--- config.mk ---
export PLATFORM = sky130hd
export DESIGN_NAME = pwm_wta_engine
export DESIGN_NICKNAME = d
export VERILOG_FILES = /design/src/rtl/pwm_wta_engine.sv
export SDC_FILE = /design/constraint.sdc
export NUM_CORES = 1
export LEC_CHECK = 0
export CORE_MARGIN = 2
export CORE_UTILIZATION = 35
export DETAILED_ROUTE_END_ITERATION = 6
export PLACE_DENSITY = 0.61
export SETUP_SLACK_MARGIN = 0.4
export SYNTH_ARGS = -nofsm -noshare
export SYNTH_HDL_FRONTEND = slang
export SYNTH_SLANG_ARGS = --single-unit
--- constraint.sdc ---
create_clock -name clk -period 13.23 [get_ports clk]
set_input_delay 3.3075 -clock clk [delete_from_list [all_inputs] [get_ports clk]]
set_output_delay 3.3075 -clock clk [all_outputs]
set_load 0.1 [all_outputs]
--- src/rtl/pwm_wta_engine.sv ---
// PWM winner-take-all engine: ranks channels by the time their pulse falls.
// Internal generators or external PWM feed a common synchronizer, edge detector and counters.
//
//   state | meaning
//   IDLE  | waiting for i_start, results held
//   RUN   | generators active, falls ranked, timer running
//   DONE  | one-cycle completion, o_done asserted
module pwm_wta_engine #(
  parameter int N_CH  = 8,
  parameter int CNT_W = 12,
  parameter int K_W   = 3
) (
  input  logic                  clk,
  input  logic                  rst,
  input  logic                  i_start,
  input  logic                  i_mode,
  input  logic [K_W-1:0]        i_k,
  input  logic [N_CH-1:0]       i_sel_ext,
  input  logic [N_CH-1:0]       i_ext_pwm,
  input  logic [N_CH*CNT_W-1:0] i_pulse_width,
  output logic [N_CH-1:0]       o_pwm,
  output logic                  o_busy,
  output logic                  o_done,
  output logic                  o_timeout,
  output logic [N_CH-1:0]       o_nn,
  output logic [N_CH-1:0]       o_knn,
  output logic [N_CH*CNT_W-1:0] o_count
);

  localparam int TALLY_W = $clog2(N_CH + 1);
  localparam int CMP_W   = ((TALLY_W > K_W) ? TALLY_W : K_W) + 1;
  localparam logic [CNT_W-1:0] CNT_MAX = '1;

  typedef enum logic [1:0] {IDLE = 2'd0, RUN = 2'd1, DONE = 2'd2} state_t;

  state_t state, state_nxt;
  logic   busy_d, done_d, busy_q, done_q;

  logic                mode_q;
  logic [K_W-1:0]      k_q;
  logic [N_CH-1:0]     sel_q;
  logic [CNT_W-1:0]    rem_q [N_CH];
  logic [CNT_W-1:0]    cnt_q [N_CH];
  logic [N_CH-1:0]     pwm_q, sync1_q, sync2_q, prev_q;
  logic [N_CH-1:0]     fallen_q, nn_q, knn_q;
  logic [TALLY_W-1:0]  tally_q;
  logic [CNT_W-1:0]    tmr_q;
  logic                timeout_q;

  logic [N_CH-1:0]     src, new_fall, fallen_nxt;
  logic [TALLY_W-1:0]  fall_pc, tally_nxt;
  logic [K_W-1:0]      keff;
  logic                tally_lt_keff, knn_full, tmr_hit, search_end, start_acc;

  assign start_acc = (state == IDLE) && i_start;

  // Internal channels go through the same synchronizer as external ones.
  assign src        = (sel_q & i_ext_pwm) | (~sel_q & pwm_q);
  assign new_fall   = (state == RUN) ? (prev_q & ~sync2_q & ~fallen_q) : '0;
  assign fallen_nxt = fallen_q | new_fall;

  always_comb begin
    fall_pc = '0;
    for (int i = 0; i < N_CH; i++) fall_pc = fall_pc + TALLY_W'(new_fall[i]);
  end

  assign tally_nxt     = tally_q + fall_pc;
  assign keff          = (k_q == '0) ? K_W'(1) : k_q;
  assign tally_lt_keff = CMP_W'(tally_q) < CMP_W'(keff);
  assign knn_full      = CMP_W'(tally_nxt) >= CMP_W'(keff);
  assign tmr_hit       = (tmr_q == '0);
  assign search_end    = tmr_hit | (mode_q ? (&fallen_nxt) : knn_full);

  always_ff @(posedge clk or posedge rst) begin
    if (rst) begin
      state  <= IDLE;
      busy_q <= 1'b0;
      done_q <= 1'b0;
    end else begin
      state  <= state_nxt;
      busy_q <= busy_d;
      done_q <= done_d;
    end
  end

  always_comb begin
    state_nxt = state;
    case (state)
      IDLE:    if (i_start) state_nxt = RUN;
      RUN:     if (search_end) state_nxt = DONE;
      DONE:    state_nxt = IDLE;
      default: state_nxt = IDLE;
    endcase
  end

  always_comb begin
    busy_d = (state_nxt != IDLE);
    done_d = (state_nxt == DONE);
  end

  always_ff @(posedge clk or posedge rst) begin
    if (rst) begin
      mode_q    <= 1'b0;
      k_q       <= '0;
      sel_q     <= '0;
      pwm_q     <= '0;
      sync1_q   <= '0;
      sync2_q   <= '0;
      prev_q    <= '0;
      fallen_q  <= '0;
      nn_q      <= '0;
      knn_q     <= '0;
      tally_q   <= '0;
      tmr_q     <= '0;
      timeout_q <= 1'b0;
      for (int i = 0; i < N_CH; i++) begin
        rem_q[i] <= '0;
        cnt_q[i] <= '0;
      end
    end else begin
      sync1_q <= src;
      sync2_q <= sync1_q;
      prev_q  <= sync2_q;
      if (start_acc) begin
        mode_q    <= i_mode;
        k_q       <= i_k;
        sel_q     <= i_sel_ext;
        sync1_q   <= '0;
        sync2_q   <= '0;
        prev_q    <= '0;
        fallen_q  <= '0;
        nn_q      <= '0;
        knn_q     <= '0;
        tally_q   <= '0;
        tmr_q     <= CNT_MAX;
        timeout_q <= 1'b0;
        for (int i = 0; i < N_CH; i++) begin
          rem_q[i] <= i_pulse_width[i*CNT_W +: CNT_W];
          pwm_q[i] <= (i_pulse_width[i*CNT_W +: CNT_W] != '0);
          cnt_q[i] <= '0;
        end
      end else if (state == RUN) begin
        // rem_q counts the high cycles still owed; generator stops when the search ends.
        for (int i = 0; i < N_CH; i++) begin
          if (state_nxt == RUN) begin
            if (rem_q[i] != '0) rem_q[i] <= rem_q[i] - CNT_W'(1);
            pwm_q[i] <= (rem_q[i] > CNT_W'(1));
          end else begin
            rem_q[i] <= '0;
            pwm_q[i] <= 1'b0;
          end
          if (sync2_q[i] && (cnt_q[i] != CNT_MAX)) cnt_q[i] <= cnt_q[i] + CNT_W'(1);
        end
        fallen_q <= fallen_nxt;
        if (tally_q == '0) nn_q <= nn_q | new_fall;
        if (tally_lt_keff) knn_q <= knn_q | new_fall;
        tally_q <= tally_nxt;
        if (!tmr_hit) tmr_q <= tmr_q - CNT_W'(1);
        if (tmr_hit) timeout_q <= 1'b1;
      end
    end
  end

  assign o_pwm     = pwm_q;
  assign o_busy    = busy_q;
  assign o_done    = done_q;
  assign o_timeout = timeout_q;
  assign o_nn      = nn_q;
  assign o_knn     = knn_q;

  for (genvar g = 0; g < N_CH; g++) begin : g_count
    assign o_count[g*CNT_W +: CNT_W] = cnt_q[g];
  end

endmodule

==> results of run 1 <==
stage by stage:
stage / util [%] / total power [W] / cells / hold WS (ns)
6_report: 45.0 / 0.00475 / 2501 / 0.452
2_1_floorplan: - / 0.00318 / 1671 / 0.428
3_5_place_dp: 42.3 / 0.00380 / 2431 / 0.440
4_1_cts: 45.0 / 0.00479 / 2494 / 0.455
5_1_grt: 45.0 / 0.00508 / 2499 / 0.487
3_3_place_gp: 42.3 / 0.00376 / 2431 / 0.431
metal layers:
layer,up-vias,global-route usage [%],part of all wire [%]
li1,6512,-,-
met5,-,0,0.054
met1,6734,27.6,45
met4,4,5.72,2.3
met3,78,4.91,7.6
met2,455,31.3,45
how the worst max path moves through the flow:
stage	to	depth (start not counted)	slack (ns)	startpoint
detailed placement	rem_q[39]	9	6.50	i_start
finish	rem_q[1]	17	6.83	state[1]
global route	rem_q[1]	17	6.38	state[1]
CTS	rem_q[1]	17	6.83	state[1]
global placement	tmr_q[9]	13	6.48	i_start
floorplan	fallen_q[0]	1	2.17	rst
final cells by class:
type	instances	share of cell area [%]
Clock buffer	49	5.19
Tap cell	585	3.77
Sequential cell	281	36.2
Timing Repair Buffer	255	13.0
Multi-Input combinational cell	1230	39.5
Inverter	80	1.59
Antenna cell	7	0.0901
Clock inverter	14	0.721
worst register-to-register path: stages (launching register included):
cell,delay [ns]
dfrtp_1,0.51
and4bb_2,0.39
nor2b_1,0.32
fa_1,0.48
inv_1,0.09
fa_1,0.43
fa_1,0.52
fa_1,0.45
inv_1,0.08
fa_1,0.43
ha_1,0.31
a21oi_1,0.16
nor2b_1,0.10
o41ai_4,0.21
buf_4,0.32
nand2_4,0.47
o21ai_2,0.63
mux2_2,0.39
cell usage in the layout (no fill, tap or decap), types with 7 or more instances in the layout:
master,synthesis,final
or3_1,24,24
o21ai_0,108,108
a2bb2oi_1,11,11
ha_1,35,35
nand4_1,22,22
dfrtp_1,281,281
a31oi_1,17,17
nand3b_1,8,8
nor4_1,43,43
and3_1,43,43
a221oi_1,8,8
a41oi_1,7,7
o22ai_1,29,29
nand3_1,52,52
buf_4,1,13
nor2b_1,17,16
a22oi_1,7,7
clkinv_2,0,9
nand2_1,157,157
clkdlybuf4s50_1,0,241
a211oi_1,8,8
diode_2,0,7
clkbuf_16,0,36
nor3_1,50,50
xor2_1,38,38
and2_1,28,28
clkbuf_1,42,7
nor2_1,192,189
xnor2_1,31,31
mux2i_1,13,13
and4bb_2,7,7
o2bb2ai_1,19,19
inv_1,79,78
a32oi_1,29,29
o211ai_1,10,10
a21oi_1,96,96
kinds of logic (layout without fill, tap and decap cells):
group                      after synthesis  count (layout)  share of synthesized area, %
AOI/OAI and AO/OA                      430             430                          19.2
buffers and inverters                  160             398                          4.46
other                                    0               7                             0
muxes                                   18              18                          1.21
xor gates and xnor gates                70              70                          4.09
DFF                                    281             281                          45.8
adders and majority gates               40              40                          3.50
and+or+nand+nor                        672             672                          21.8
flip-flops by register name (all words and copies together), names as in the netlist, 2 cells and up:
name	cells
o_pwm	8
fallen_q	8
k_q	3
o_nn	8
o_count	96
sync2_q	8
tmr_q	12
tally_q	4
rem_q	96
o_knn	8
sync1_q	8
prev_q	8
state	2
sel_q	8
report_power, final:
group / internal, W / leakage, nW / switching, W
combinational: 0.000768 / 3.86 / 0.00165
clock: 0.000574 / 0.566 / 0.000384
sequential: 0.00112 / 3.67 / 0.000253
total: 0.00246 / 8.09 / 0.00229
==> metrics.md, run 1 <==
| Metric | Value |
|---|---|
| Outcome | finished, final reports clean |
| Final Hold Viols | 0 |
| Max cap viols | 0 |
| Relative slew slack | between 20% and 30% |
| Reg area | 0.00703 mm2 |
| Critical path class | reg -> reg |
| Syn Nets | between 1,500 and 2,000 |
| Setup TNS | 0 ns |
| Die Ht | around 210 um |
| First-pass GRT wire length | around 73,000 um |
| Multi-input logic area | about 0.0077 mm2 |
| Initial core utilization | between 30% and 40% |
| Buf/Inv on CP | 3 |
| H-tree depth | 2 |
| GR Util All Layers | about a fifth |
| Drc violations | 0 |
| 1st-iter DRT viols | 1,141 |
| I/O pin count | 242 |
| Warnings from Yosys | 0 |
| Slowest cell on crit path | o21ai_2 |
| Top delay family on crit path | adder cells |
| GPL Wtd Cong | around 0.88 |
| Clock-pin transition on the worst setup and hold timing paths | 0.06 ns |
| Setup slack at placement | about 6.5 ns |
| CP dominant cell by count | fa_1 |
| Asr flop ratio synth | 100% |
| I/O Buffers | between 200 and 250 |
| Worst-Margin Slew | about 1.1 ns |
| CTS Sinks | 281 |
| Total global routing overflow | 0 |
| Synth cell count leaders | dfrtp_1 (281), nor2_1 (192), nand2_1 (157) |
| Min-delay src | sync1_q[5] |
| Cells along the critical path | and4bb_2, nor2b_1, fa_1, inv_1, fa_1, fa_1, fa_1, inv_1, fa_1, ha_1, a21oi_1, nor2b_1, o41ai_4, buf_4, nand2_4, o21ai_2, mux2_2 |
| Most common cell in the synthesized netlist | dfrtp_1 |
| Yosys top cell by area | dfrtp_1 |
| Top cells by area, synth | dfrtp_1 (46%), nor2_1 (4.7%), nand2_1 (3.8%) |
| Clock Tree Root | clkbuf_16 |
| Fin worst setup slack | roughly 6.8 ns |
| Post-CTS setup buffers | 0 |
| Worst R2R Setup Slack | just under 7 ns |
| Final setup viols | 0 |
| CTS Hold Buffers Added | 0 |
| Full die area | ~0.046 mm2 |
| Initial antenna violation count | 9 |
| Post-synth EDFFs | 0 |
| Max IR drop VDD | approximately 200 uV |
| Post-synth top area share | roughly 46% |
| PwrDens | ~240 mW/mm2 |
| Post-DP HPWL | 31,400 um |
| Register area share after synthesis | 45.8% |
| Critical path required time | 13.64 ns |
| Type of origin of the critical path | flop |
| CTS resizes | 0 |
| Vias in the first global route | 13,400 |
| Layout area overhead | 26.6% |
| Num CTS Buffers | 35 |
| HP Class | reg -> reg |
| Cell Rows | 76 |
| Cells after Synth | 1,671 |
| Final wirelength | between 40,000 and 50,000 um |
| Total core area | ~0.043 mm2 |
| Synth Cell Area | between 0.015 and 0.02 mm2 |
| Pin count of the biggest net entering global routing | 110 |
| Reg2Reg Launch Point | state[1] |
| CTS tree | built |
| Worst Skew | 0.0245 ns |
| First drt pass iteration count | 5 |
| Routed wire per std cell | approximately 18 um |
| Max frequency | about 0.16 GHz |
| RR Endpoint | rem_q[1] |
| Max incr delay on CP | roughly 0.6 ns |
| Crit path max fanout | 60 |
| #FFs+latches synth | between 200 and 300 |
| R2R cell count | 17 |
| Hold EP | sync2_q[5] |
| Ys flop type | dfrtp_1 |
| Fin crit share | approximately half |
| Post-DR vias/cell | approximately 5.5 |
| Clk_lat worst skew | around 0.54 ns |
| DR vias | between 10,000 and 15,000 |
| Antenna-violating nets left | 0 |
| Cell variety after synth | just over 80 |
| Final slew viol count | 0 |
| RSZ-0062 raised after global routing | no |
| WP data arrival | ~7 ns |
| Placed cell areas | approximately 0.018 mm2 |
| Post-layout nets | about 2,000 |
| Syn_area_per_cell | between 9 and 10 um2 |
| Share of cells above drive strength 1 | 5.92% |
| Number of fill cells | ~4,200 |
| Maximum root-to-sink buffer count | 3 |
| LEAKAGE | between 8 and 9 nW |
| Critical path capture point type | flop |
| Die W | ~210 um |
| Min Tclk post-route | ~6.4 ns |
| Hold depth | 1 |
| Final non-filler cell area | 0.0194 mm2 |
(Power assumes the default switching activity.)
==> run 2: changes to the inputs <==
==> constraint.sdc (replaced) <==
create_clock -name clk -period 6.5 [get_ports clk]
set_input_delay 1.625 -clock clk [delete_from_list [all_inputs] [get_ports clk]]
set_output_delay 1.625 -clock clk [all_outputs]
set_load 0.1 [all_outputs]
==> metrics.md, run 2 (synthesis gave the netlist of run 1 again) <==
| Metric | Value |
|---|---|
| Outcome | finished, final reports clean |
| First drt pass iteration count | 5 |
| HP Class | reg -> reg |
| Critical path required time | a little under 7 ns |
| Post-DP HPWL | 32,600 um |
| 1st-iter DRT viols | around 1,000 |
| Post-layout nets | slightly above 2,000 |
| Vias in the first global route | approximately 13,000 |
| Final setup viols | 0 |
| Initial core utilization | ~36% |
| CTS tree | built |
| Drc violations | 0 |
| Pin count of the biggest net entering global routing | 149 |
| I/O pin count | between 200 and 250 |
| Most common cell after layout, fill and taps aside | dfrtp_1 |
| Relative slew slack | around a quarter |
| Critical path capture point type | flop |
| Max incr delay on CP | approximately 0.52 ns |
| Critical path class | reg -> reg |
| Layout area overhead | 27.3% |
| GPL Wtd Cong | 0.859 |
| Final wirelength | 47,200 um |
| Slowest cell on crit path | fa_1 |
| GR Util All Layers | 20.8% |
| Hold depth | 1 |
| Final Hold Viols | 0 |
| Max IR drop VDD | ~370 uV |
| Number of fill cells | 4,133 |
| WP data arrival | just over 6 ns |
| Clock-pin transition on the worst setup and hold timing paths | 0.06 ns |
| DR vias | 13,800 |
| CTS Sinks | about 280 |
| Antenna-violating nets left | 0 |
| Power Total | between 0.009 and 0.01 W |
| Total core area | ~0.043 mm2 |
| Setup TNS | 0 ns |
| PwrDens | slightly above 500 mW/mm2 |
| Max frequency | around 0.17 GHz |
| RSZ-0062 raised after global routing | no |
| Cells along the critical path | and4bb_2, nor2b_2, fa_1, inv_1, fa_1, fa_1, fa_1, inv_1, fa_1, ha_1, a21oi_1, nor2b_1, o41ai_4, buf_4, and2_4, buf_12, a32oi_1, o22ai_1 |
| Crit path max fanout | 54 |
| First-pass GRT wire length | ~75,000 um |
| Cell Rows | 76 |
| Die Ht | approximately 210 um |
| Initial antenna violation count | 4 |
| I/O Buffers | approximately 240 |
| Share of cells above drive strength 1 | 6.12% |
| Clock Tree Root | clkbuf_16 |
| CP dominant cell by count | fa_1 |
| R2R cell count | 18 |
| Most frequent cells in the layout | dfrtp_1 (281), clkdlybuf4s50_1 (241), nor2_1 (189) |
| Min Tclk post-route | slightly below 6 ns |
| Maximum root-to-sink buffer count | 3 |
| Total global routing overflow | 0 |
| Type of origin of the critical path | flop |
| Final slew viol count | 0 |
| Max cap viols | 0 |
| LEAKAGE | roughly 8.1 nW |
| Full die area | about 0.046 mm2 |
| Die W | 213 um |
| Routed wire per std cell | 18.9 um |
| Num CTS Buffers | 35 |
| H-tree depth | 2 |
| Fin crit share | just under 90% |
| Worst Skew | about 0.019 ns |
| Post-DR vias/cell | around 5.5 |
| Worst-Margin Slew | between 1 and 1.5 ns |
| Clk_lat worst skew | approximately 0.54 ns |
[run 2: worst max-delay path, delay by kind of cell (launching register included)]
kind	cells	cell delay [ns]
and+or+nand+nor	4	0.98
buffers and inverters	4	0.66
adders and majority gates	6	2.70
DFF	1	0.51
AOI/OAI and AO/OA	4	0.76
[run 2: what timing repair did]
| item | in CTS | in global routing |
|---|---|---|
| buffers inserted | 0 | 1 |
| hold buffers | 0 | 0 |
| resized for setup | 0 | 7 |
| endpoints found under the setup margin | 0 | 84 |
[run 2: through the flow]
stage	setup WS [ns]	hold WS [ns]	std cells	utilization, %	cell area [um2]
4_1_cts	0.418	0.451	2496	45.2	19500
2_1_floorplan	1.15	0.428	1671	-	15400
6_report	0.733	0.448	2501	45.3	19600
3_5_place_dp	0.452	0.436	2437	42.5	18300
5_1_grt	0.388	0.471	2498	45.3	19500
3_3_place_gp	0.542	0.431	2437	42.5	18300
[run 2: where the power goes]
group | switching, W | internal (W) | total (W) | leakage, nW
Combinational | 0.00341 | 0.00161 | 0.00503 | 3.90
Clock | 0.000788 | 0.00125 | 0.00204 | 0.558
Sequential | 0.000514 | 0.00228 | 0.00279 | 3.67
Total | 0.00472 | 0.00514 | 0.00986 | 8.13
[run 2: per-layer routing]
metal  part of all wire (%)  GRT usage (%)  wire length [um]  up-vias
li1                       -              -                 -     6528
met1                     46           29.5             21600     6758
met2                     45           31.8             21000      437
met3                    7.3           4.25              3460       76
met4                    2.3           6.30              1110        2
met5                  0.034              0                16        -
[run 2: worst paths after layout]
kind	startpoint	end	slack (ns)
worst max-delay path	state[0]	rem_q[35]	0.73
worst min-delay path	sync1_q[5]	sync2_q[5]	0.45
worst max register to register	state[0]	rem_q[35]	0.73
worst min register to register	sync1_q[5]	sync2_q[5]	0.45
max in group asynchronous	rst	rem_q[20]	3.94
min in group asynchronous	rst	o_count[88]	1.41
[run 2: area by class of cell]
cell class / instances / area [um2] / share of cell area, %
inverter: 80 / 305 / 1.56
clock inverter: 13 / 230 / 1.18
tap: 585 / 732 / 3.74
multi-input combinational: 1230 / 7700 / 39.4
antenna: 4 / 10.0 / 0.0512
sequential: 281 / 7030 / 36.0
timing repair buffer: 262 / 2610 / 13.3
clock buffer: 46 / 937 / 4.79
==> run 3: changes to the inputs <==
--- a/config.mk
+++ b/config.mk
@@ -8,7 +8,7 @@
 export CORE_MARGIN = 2
 export CORE_UTILIZATION = 35
 export DETAILED_ROUTE_END_ITERATION = 6
-export PLACE_DENSITY = 0.61
+export PLACE_DENSITY = 0.67
 export SETUP_SLACK_MARGIN = 0.4
 export SYNTH_ARGS = -nofsm -noshare
 export SYNTH_HDL_FRONTEND = slang
==> metrics.md, run 3 (synthesis gave the netlist of run 1 again) <==
| Metric | Value |
|---|---|
| Initial core utilization | between 30 and 40% |
| Cells along the critical path | and4bb_2, nor2b_2, fa_1, inv_1, fa_1, fa_1, fa_1, inv_1, fa_1, ha_1, a21oi_1, nor2b_1, o41ai_4, buf_4, buf_4, and2_4, buf_6, nand2_1, o311ai_0 |
| R2R cell count | 19 |
| CTS Sinks | 281 |
| Most common cell after layout, fill and taps aside | dfrtp_1 |
| Maximum root-to-sink buffer count | 3 |
| Clk_lat worst skew | about 0.55 ns |
| 1st-iter DRT viols | around 1,200 |
| Total global routing overflow | 0 |
| Fin cells | approximately 2,500 |
| Post-DR vias/cell | between 5 and 6 |
| RSZ-0062 raised after global routing | no |
| Hold depth | 1 |
| Num CTS Buffers | 36 |
| Placed cell areas | 0.0183 mm2 |
| Die Ht | 213 um |
| Dpl cells | ~2,400 |
| Drc violations | 0 |
| Pin count of the biggest net entering global routing | 158 |
| Clock-pin transition on the worst setup and hold timing paths | ~0.060 ns |
| Relative slew slack | about a fifth |
| Post-layout nets | 2,049 |
| Total core area | roughly 0.043 mm2 |
| Final non-filler cell area | around 0.020 mm2 |
| Setup TNS | 0 ns |
| CP dominant cell by count | fa_1 |
| Cell Rows | between 70 and 80 |
| Critical path class | reg -> reg |
| First-pass GRT wire length | 73,800 um |
| Critical path required time | between 6 and 7 ns |
| Vias in the first global route | 13,500 |
| HP Class | reg -> reg |
| Max incr delay on CP | ~0.52 ns |
| Slowest cell on crit path | fa_1 |
| Share of cells above drive strength 1 | about 6.4% |
| PwrDens | around 510 mW/mm2 |
| Die W | ~210 um |
| Most frequent cells in the layout | dfrtp_1 (279), clkdlybuf4s50_1 (241), nor2_1 (190) |
| Full die area | between 0.04 and 0.05 mm2 |
| WP data arrival | 6.23 ns |
| Final slew viol count | 0 |
| Crit path max fanout | 26 |
| Final wirelength | ~46,000 um |
| Final Hold Viols | 0 |
| Post-DP HPWL | 31,600 um |
| DR vias | roughly 14,000 |
| GPL Wtd Cong | roughly 0.88 |
| First drt pass iteration count | 5 |
| Critical path capture point type | flop |
| Antenna-violating nets left | 0 |
| Max cap viols | 0 |
| Initial antenna violation count | 5 |
| Number of fill cells | 4,188 |
| Min Tclk post-route | between 5 and 6 ns |
| Type of origin of the critical path | flop |
| I/O pin count | between 200 and 250 |
| Fin crit share | about nine tenths |
| CTS tree | built |
| CTS Hold Buffers Added | 0 |
| Final setup viols | 0 |
| I/O Buffers | between 200 and 250 |
| Power Total | ~0.0099 W |
| LEAKAGE | about 8.2 nW |
| Layout area overhead | 27.8% |
| Routed wire per std cell | 18.4 um |
| H-tree depth | 2 |
| Clock Tree Root | clkbuf_16 |
| GR Util All Layers | between 20 and 25% |
| Max frequency | roughly 0.17 GHz |
| Max IR drop VDD | just over 400 uV |
| Worst Skew | ~0.018 ns |
| Worst-Margin Slew | approximately 1.2 ns |
| Outcome | finished, final reports clean |
## run 3: layer usage
| metal | GRT usage (%) | part of all wire [%] | vias to the layer above |
|---|---|---|---|
| li1 | - | - | 6507 |
| met4 | 6.03 | 2.1 | 2 |
| met2 | 33.0 | 47 | 475 |
| met3 | 4.45 | 6.7 | 73 |
| met1 | 27.4 | 44 | 6752 |
| met5 | 0 | 0.024 | - |
## run 3: through the flow
step	hold WS (ns)	utilization (%)	setup WS [ns]
4_1_cts	0.457	45.3	0.498
3_3_place_gp	0.440	42.4	0.490
6_report	0.454	45.5	0.689
5_1_grt	0.475	45.5	0.426
3_5_place_dp	0.443	42.4	0.274
2_1_floorplan	0.428	-	1.15
## run 3: final timing paths
check | start | end | slack [ns]
max reg2reg | state[0] | rem_q[69] | 0.69
max in group asynchronous | rst | state[0] | 4.11
min in group asynchronous | rst | o_count[44] | 1.58
max | state[0] | rem_q[69] | 0.69
min reg2reg | sync1_q[1] | sync2_q[1] | 0.45
min | sync1_q[1] | sync2_q[1] | 0.45
## run 3: layout make-up
type                       count  area, um2  area share, %
multi-input combinational   1230       7710           39.3
sequential                   281       7030           35.8
timing repair buffer         261       2620           13.3
clock buffer                  47        972           4.95
tap                          585        732           3.73
inverter                      80        305           1.56
clock inverter                16        241           1.23
antenna                        4       10.0         0.0510
## run 3: power breakdown
| group | total, W | internal, W | switching, W |
|---|---|---|---|
| logic | 0.00505 | 0.00165 | 0.00340 |
| clock network | 0.00207 | 0.00126 | 0.000811 |
| registers | 0.00280 | 0.00228 | 0.000521 |
## run 3: repair_timing
action / CTS / global route
pin swaps: 1 / 0
endpoints found under the setup margin: 12 / 72
setup buffers: 3 / 1
gates resized for setup: 0 / 13
## run 3: worst max-delay path, delay by kind of cell, from the launching register on
| kind | cells | cell delay [ns] |
|---|---|---|
| adders and majority gates | 6 | 2.74 |
| and+or+nand+nor | 5 | 0.92 |
| buffers and inverters | 5 | 0.76 |
| AOI/OAI and AO/OA | 3 | 0.76 |
| DFF | 1 | 0.49 |
